--- src/rtl/fetch_instr_buffer_pkg.sv ---
`default_nettype none
// ============================================================================
// fetch_instr_buffer_pkg -- frontend fetch-buffer widths and entry type (rev 1.0)
// ============================================================================
package fetch_instr_buffer_pkg;

  localparam int unsigned VLEN            = 64;
  localparam int unsigned INSTR_PER_FETCH = 2;
  localparam int unsigned LANE_W          = (INSTR_PER_FETCH > 1) ? $clog2(INSTR_PER_FETCH) : 1;
  localparam int unsigned LANE_CNT_W      = $clog2(INSTR_PER_FETCH + 1);

  typedef struct packed {
    logic [VLEN-1:0] addr;
    logic [31:0]     instr;
  } fetch_entry_t;

endpackage
`default_nettype wire

--- src/rtl/fetch_lane_compact.sv ---
`default_nettype none
// ============================================================================
// fetch_lane_compact -- packs valid fetch lanes into consecutive write offsets (rev 1.0)
// ============================================================================
module fetch_lane_compact
  import fetch_instr_buffer_pkg::*;
(
  input  logic [INSTR_PER_FETCH-1:0]             valid,
  output logic [INSTR_PER_FETCH-1:0][LANE_W-1:0] offset,
  output logic [LANE_CNT_W-1:0]                  popcnt
);

  // Each lane lands after all lower-numbered valid lanes.
  always_comb begin
    logic [LANE_CNT_W-1:0] acc;
    acc    = '0;
    offset = '0;
    for (int i = 0; i < int'(INSTR_PER_FETCH); i++) begin
      offset[i] = LANE_W'(acc);
      acc       = acc + LANE_CNT_W'(valid[i]);
    end
    popcnt = acc;
  end

endmodule
`default_nettype wire

--- src/rtl/fetch_instr_buffer.sv ---
`default_nettype none
// ============================================================================
// fetch_instr_buffer -- circular buffer between re-aligner and decode (rev 1.0)
// ============================================================================
module fetch_instr_buffer
  import fetch_instr_buffer_pkg::*;
#(
  parameter int unsigned DEPTH = 8
) (
  input  logic                              clk_i,
  input  logic                              rst_i,
  input  logic                              flush_i,
  input  logic [INSTR_PER_FETCH-1:0]        valid_i,
  input  logic [INSTR_PER_FETCH*VLEN-1:0]   addr_i,
  input  logic [INSTR_PER_FETCH*32-1:0]     instr_i,
  output logic                              ready_o,
  output logic                              dropped_o,
  output logic                              valid_o,
  output logic [VLEN-1:0]                   addr_o,
  output logic [31:0]                       instr_o,
  output logic                              is_compressed_o,
  input  logic                              ready_i,
  output logic [$clog2(DEPTH+1)-1:0]        count_o
);

  localparam int unsigned PTR_W = $clog2(DEPTH);
  localparam int unsigned CNT_W = $clog2(DEPTH + 1);

  fetch_entry_t                          mem [DEPTH];
  logic [PTR_W-1:0]                      rd_ptr;
  logic [PTR_W-1:0]                      wr_ptr;
  logic [CNT_W-1:0]                      count;
  logic                                  dropped;
  logic                                  push;
  logic                                  pop;
  logic [INSTR_PER_FETCH-1:0][LANE_W-1:0] lane_off;
  logic [LANE_CNT_W-1:0]                 lane_cnt;

  fetch_lane_compact u_compact (
    .valid  (valid_i),
    .offset (lane_off),
    .popcnt (lane_cnt)
  );

  // Only depends on registered occupancy, so upstream sees no path from valid_i.
  assign ready_o = (CNT_W'(DEPTH) - count) >= CNT_W'(INSTR_PER_FETCH);
  assign push    = ready_o & ~flush_i;
  assign valid_o = (count != '0);
  assign pop     = valid_o & ready_i & ~flush_i;

  always_ff @(posedge clk_i) begin
    if (push) begin
      for (int i = 0; i < int'(INSTR_PER_FETCH); i++) begin
        if (valid_i[i]) begin
          mem[wr_ptr + PTR_W'(lane_off[i])] <= '{addr:  addr_i[i*VLEN +: VLEN],
                                                 instr: instr_i[i*32 +: 32]};
        end
      end
    end
  end

  always_ff @(posedge clk_i or posedge rst_i) begin
    if (rst_i) begin
      rd_ptr  <= '0;
      wr_ptr  <= '0;
      count   <= '0;
      dropped <= 1'b0;
    end else if (flush_i) begin
      rd_ptr  <= '0;
      wr_ptr  <= '0;
      count   <= '0;
      dropped <= 1'b0;
    end else begin
      if (push) begin
        wr_ptr <= wr_ptr + PTR_W'(lane_cnt);
      end
      if (pop) begin
        rd_ptr <= rd_ptr + PTR_W'(1);
      end
      count   <= count + (push ? CNT_W'(lane_cnt) : CNT_W'(0)) - CNT_W'(pop);
      dropped <= ~ready_o & (|valid_i);
    end
  end

  assign addr_o          = mem[rd_ptr].addr;
  assign instr_o         = mem[rd_ptr].instr;
  assign is_compressed_o = (instr_o[1:0] != 2'b11);
  assign count_o         = count;
  assign dropped_o       = dropped;

endmodule
`default_nettype wire

--- config.mk ---
export PLATFORM = sky130hd
export DESIGN_NAME = fetch_instr_buffer
export DESIGN_NICKNAME = d
export VERILOG_FILES = /design/src/rtl/fetch_instr_buffer_pkg.sv /design/src/rtl/fetch_lane_compact.sv /design/src/rtl/fetch_instr_buffer.sv
export SDC_FILE = /design/constraint.sdc
export NUM_CORES = 1
export LEC_CHECK = 0
export ABC_AREA = 1
export BUFFER_PORTS_ARGS = -buffer_cell sky130_fd_sc_hd__clkbuf_2
export CAP_MARGIN = 20
export CORE_MARGIN = 5
export CORE_UTILIZATION = 55
export CTS_CLUSTER_DIAMETER = 120
export DETAILED_ROUTE_END_ITERATION = 6
export HOLD_SLACK_MARGIN = 0.03
export PLACE_DENSITY = 0.7
export SLEW_MARGIN = 5
export SYNTH_ARGS = -nofsm -noshare
export SYNTH_HDL_FRONTEND = slang
export SYNTH_SLANG_ARGS = --single-unit
--- constraint.sdc ---
create_clock -name clk_i -period 5.7 [get_ports clk_i]
set_input_delay 0.285 -clock clk_i [delete_from_list [all_inputs] [get_ports clk_i]]
set_output_delay 0.285 -clock clk_i [all_outputs]
set_load 0.02 [all_outputs]
# Word-level counts from Yosys, hierarchy flattened
# Memory sizes are Yosys's and may differ from the RTL's.
# Index checks and enable logic that the tools add are counted.
# totals
register_bits,11
latchBits,0
ram_bits,768
rom_bits,0
input_bits,198
output_inout_bits,104
wordCells,37
memories,1
# mem_list
name,words,width,rd,rd_ports_with_merged_regs,write_ports,line,source
mem,8,96,1,0,2,fetch_instr_buffer.sv:29,fetch_entry_t mem [DEPTH];
# classes
add_sub_neg,7
n_mul,0
div_mod_pow,0
order_cmp,1
eq_ne,1
shifts,0
mux,13
n_bitwise,6
n_reduce_logical,4
# ops
operator,count
two-way mux 3 bit,4
two-way mux 1 bit,7
adder 4 x 2 -> 4 bit,1
AND 1 bit,4
greater-or-equal comparator 4 x 2 -> 1 bit (second input constant),1
two-way mux 4 bit,1
nonzero test 2 bit,2
nonzero test 4 bit,1
subtractor 4 x 1 -> 4 bit,1
subtractor 4 bit (first input constant),1
adder 3 x 1 -> 3 bit,1
adder 3 x 1 -> 3 bit (second input constant),1
adder 3 x 2 -> 3 bit,1
adder 1 x 1 -> 2 bit,1
two-way mux 2 bit,1
inequality test 2 bit (second input constant),1
inverter 1 bit,2
OR reduction 2 bit,1

# Longest topological paths before layout
# logic_depth
word_depth,7
depth_mapped,17
mapped_depth_nobuf,16

# Hierarchy
# A second synthesis with hierarchy kept.
# unflattened
hier_cells,5088
area_unflattened_um2,40939.3
# modules_own_cells
module,n_inst,cells_each,area_per_inst_um2,seq_area_each_um2
fetch_instr_buffer,1,5084,40908.0,23337.4
fetch_lane_compact,1,4,31.3,0.0

# Least setup slack after synthesis
# Ideal clock, no wire load.
# synth_timing
path_type,register -> register
startpoint,"reg count[0], in the netlist count_o[0]"
endpoint,mem mem[2][0] (netlist name) (enable)
setup_time_ns,0.898
arrival_ns,3.507
t_required_ns,4.802
setup_slack_ns,1.295
path_stages_with_launch,11
n_path_buf,2
synth_period_minus_slack_ns,4.405
cell_sequence,dfrtp_1 -> inv_1 -> ha_1 -> nor2_1 -> nand2_1 -> nor2_1 -> nand3_2 -> buf_2 -> nand4_2 -> clkbuf_1 -> nand2_1
# synth_lines
item,line,source
from (decl),fetch_instr_buffer.sv:32,logic [CNT_W-1:0] count;
from (signal assigned),fetch_instr_buffer.sv:80,count <= count + (push ? CNT_W'(lane_cnt) : CNT_W'(0)) - CNT_W'(pop);
to (decl),fetch_instr_buffer.sv:29,

# Worst setup path after layout
# layout_timing
startpoint,reg rd_ptr[1]
endpoint,out addr_o[8]
# layout_via
elab_chain_len,1
# layout_rtl
item,line,source
from (decl),fetch_instr_buffer.sv:30,logic [PTR_W-1:0] rd_ptr;
from (signal assigned),fetch_instr_buffer.sv:78,rd_ptr <= rd_ptr + PTR_W'(1);
memory (8 x 96 bit),-,
to (decl),fetch_instr_buffer.sv:19,"output logic [VLEN-1:0] addr_o,"
# Every way passes these cells.

==> impl_metrics.env <==
export IMPL_cts_max_path_buffers=3
export IMPL_timing_rr_end="mem[3][31]"
export IMPL_wl_mm=129
export IMPL_setup_worst_path_class="register to output pin"
export IMPL_clock_sinks=779
export IMPL_ys_seq_elements=779
export IMPL_globalRouteTotalUtil_pct=31.2
export IMPL_cap_violations=0
export IMPL_end_kind="output pin"
export IMPL_critPathSlowestCell="sky130_fd_sc_hd__inv_6"
export IMPL_edff_count_synth=768
export IMPL_synth_warnings=0
export IMPL_post_cts_repair_setup_buffers=0
export IMPL_fp_dieArea_sq_um=80100
export IMPL_placed_cells=5910
export IMPL_regToRegSetupSlack_ps=1690
export IMPL_mappedNetlistArea_sq_um=41000
export IMPL_place_hpwl_mm=72.1
export IMPL_drt_iter0_drc=3487
export IMPL_clock_transition_at_path_regs_ps=60
export IMPL_layout_worst_path_cycle_share_pct=72.4
export IMPL_cts_htree_levels=3
export IMPL_grt_antenna_before_repair=14
export IMPL_ys_types=26
export IMPL_post_drt_wl_per_cell_um=21.2
export IMPL_antenna_violating_nets_post_route=0
export IMPL_setup_viol=0
export IMPL_power_density_nw_per_um2=418
export IMPL_synthesis_instances=5078
export IMPL_cts_inserted_buffers=84
export IMPL_cpPeakStageDelay_ps=840
export IMPL_relSlewSlack_pct=29.1
export IMPL_rsz0062_at_grt="false"
export IMPL_core_area_sq_um=74200
export IMPL_period_minus_slack_ps=4130
export IMPL_run_status="finished, final reports clean"
export IMPL_postLayoutCoreUtil_pct=60.8
export IMPL_cts_resized_gates=0
export IMPL_die_h_um=283
export IMPL_post_layout_nonfiller_instances=6083
export IMPL_timing_critical_path_cells="inv_6 -> buf_4 -> a21oi_1 -> a31oi_1 -> clkbuf_2"
export IMPL_most_repeated_cell_in_the_gate_level_netlist_after_synthesis="sky130_fd_sc_hd__nand2_1"
export IMPL_crit_path_start_kind="register"
export IMPL_clock_fmax_mhz=242
export IMPL_layout_setup_ws_ps=1570
export IMPL_gr_usage_met2_pct=52.9
export IMPL_timing_hold_worst_endpoint="mem[2][84]"
export IMPL_hp_class="input port to register"
export IMPL_fp_dieW_um=283
export IMPL_io_pin_count=302
export IMPL_grt_overflow=0
export IMPL_worstSkewPairLatency_ps=630
export IMPL_required_ps=5410
export IMPL_worstPathMaxFanout=89
export IMPL_worstHoldPathCells=3
export IMPL_worst_slack_at_placement_ps=1370
export IMPL_setup_tns_final_ps=0
export IMPL_synth_area_leaders="sky130_fd_sc_hd__edfxtp_1 (56%), sky130_fd_sc_hd__nand2_1 (24%), sky130_fd_sc_hd__nor2_1 (4.6%)"
export IMPL_holdCritStartpoint="addr_i[116]"
export IMPL_synth_largest_area_cell="sky130_fd_sc_hd__edfxtp_1"
export IMPL_cts_tree="built"
export IMPL_rows=100
export IMPL_gpl_final_weighted_congestion=0.833
export IMPL_worst_endpoint_arrival_ps=3840
export IMPL_count_of_input_and_output_buffers=301
export IMPL_syn_avg_cell_area_sq_um=8.07
export IMPL_dominantRegCellSynth="sky130_fd_sc_hd__edfxtp_1"
export IMPL_top_cell_types_by_occurrence_after_synthesis="sky130_fd_sc_hd__nand2_1 (2630), sky130_fd_sc_hd__edfxtp_1 (768), sky130_fd_sc_hd__nor2_1 (497)"
export IMPL_synth_yosys_seq_area_share_pct=56.9
export IMPL_num_vias=34886
export IMPL_vias_per_instance=5.73
export IMPL_post_route_drc_count=0
export IMPL_r2r_worst_path_cells=11
export IMPL_worst_pin_slew_ps=1060
export IMPL_final_net_count=5257
export IMPL_grt_use_met1_pct=41.1
export IMPL_grt_util_met3_pct=5.07
export IMPL_final_layout_size_suffix_gt1_share_pct=10.1
export IMPL_cts_root_buf="sky130_fd_sc_hd__clkbuf_16"
export IMPL_worst_ir_drop_vdd_v=0.000364
export IMPL_syn_num_nets=5292
export IMPL_power_leakage_nw=19.4
export IMPL_global_route_peak_usage_layer="met2"
export IMPL_start_util_pct=55.3
export IMPL_detailedRoute_firstPassIterationCount=6
export IMPL_async_reset_ff_share_pct=1.41
export IMPL_grt_pass1_vias=33867
export IMPL_hold_viol=0
export IMPL_area_growth_synth_to_final_pct=10.1
export IMPL_grt_start_max_net_pins=158
export IMPL_synth_largest_type_area_fraction_pct=56.3
export IMPL_cts_hold_buffers_added=14
export IMPL_regToRegStartpoint="count_o[0]"
export IMPL_worst_setup_skew_after_layout_ps=15.8
export IMPL_timing_final_max_slew_violations=0
export IMPL_grt_first_pass_wirelength_mm=198
==> stage by stage <==
step           area (sq um)  power [mW]  hold WS [ps]
2_1_floorplan         41000        11.4           137
3_3_place_gp          42200        13.3           291
3_5_place_dp          42200        13.4           303
4_1_cts               45100        18.9          30.7
5_1_grt               45100        19.7          45.5
6_report              45100        18.9          56.1
==> worst max-delay path by stage <==
stage	start	end	slack [ps]	depth (start not counted)
3_3_place_gp	count_o[0]	mem[1][65]	1480	9
6_report	rd_ptr[1]	addr_o[8]	1570	5
3_5_place_dp	count_o[0]	mem[1][66]	1370	9
4_1_cts	count_o[0]	mem[1][0]	1370	9
2_1_floorplan	count_o[0]	mem[2][0]	1300	10
5_1_grt	rd_ptr[1]	instr_o[2]	1500	6
==> cell usage in the layout, fill, tap and decap left out, types with 8 or more instances in the layout <==
cell,Yosys,layout
sky130_fd_sc_hd__bufinv_16,0,10
sky130_fd_sc_hd__edfxtp_1,768,768
sky130_fd_sc_hd__nor2_1,497,497
sky130_fd_sc_hd__clkbuf_16,0,87
sky130_fd_sc_hd__clkbuf_1,233,20
sky130_fd_sc_hd__inv_1,29,28
sky130_fd_sc_hd__a31oi_1,94,94
sky130_fd_sc_hd__nand2_4,0,8
sky130_fd_sc_hd__clkbuf_2,59,301
sky130_fd_sc_hd__nor2_4,0,8
sky130_fd_sc_hd__nand2_1,2630,2622
sky130_fd_sc_hd__dlygate4sd3_1,0,14
sky130_fd_sc_hd__clkinv_1,1,13
sky130_fd_sc_hd__dfrtp_1,11,8
sky130_fd_sc_hd__clkinv_2,0,11
sky130_fd_sc_hd__o21ai_1,20,20
sky130_fd_sc_hd__nor3_1,8,8
sky130_fd_sc_hd__buf_12,0,9
sky130_fd_sc_hd__o21ai_0,370,370
sky130_fd_sc_hd__ha_1,14,14
sky130_fd_sc_hd__buf_4,26,57
sky130_fd_sc_hd__a21oi_1,98,98
sky130_fd_sc_hd__diode_2,0,10
==> cell type report <==
class	count	area [sq um]
Multi-Input combinational cell	3763	15400
Clock buffer	108	2270
Fill cell	6348	29100
Clock inverter	39	463
Antenna cell	10	25.0
Timing Repair Buffer	382	2270
Tap cell	969	1210
Sequential cell	779	23300
Inverter	33	139
==> layer usage <==
layer / vias up / wire, um
li1: 16265 / -
met2: 1814 / 62800
met3: 275 / 11900
met4: 10 / 4240
met1: 16522 / 49700
met5: - / 68
==> critical path, delay by kind of cell (launching register included) <==
kind	cells	cell delay [ps]
compound gates	2	560
flops	1	830
buf+inv	3	1770
==> sequential cells by signal, summed over array words and instances (netlist names) <==
signal     count
mem          768
rd_ptr         3
wr_ptr         3
dropped_o      1
count_o        4
==> where the power goes <==
group	switching (mW)	leakage [nW]	internal (mW)
clock network	2.28	1.33	3.26
logic	4.39	10.9	1.51
registers	0.231	7.10	7.20
==> logic make-up (layout without fill, tap and decap cells) <==
family | count (synthesis) | count (layout) | share of synthesized area [%]
other cells | 0 | 10 | 0
fa+ha+maj | 16 | 16 | 0.525
flops | 779 | 779 | 56.9
compound gates | 586 | 586 | 7.45
buf+inv | 536 | 562 | 5.88
simple gates | 3160 | 3160 | 29.2
xor+xnor | 1 | 1 | 0.0214
(Power assumes the default switching activity.)
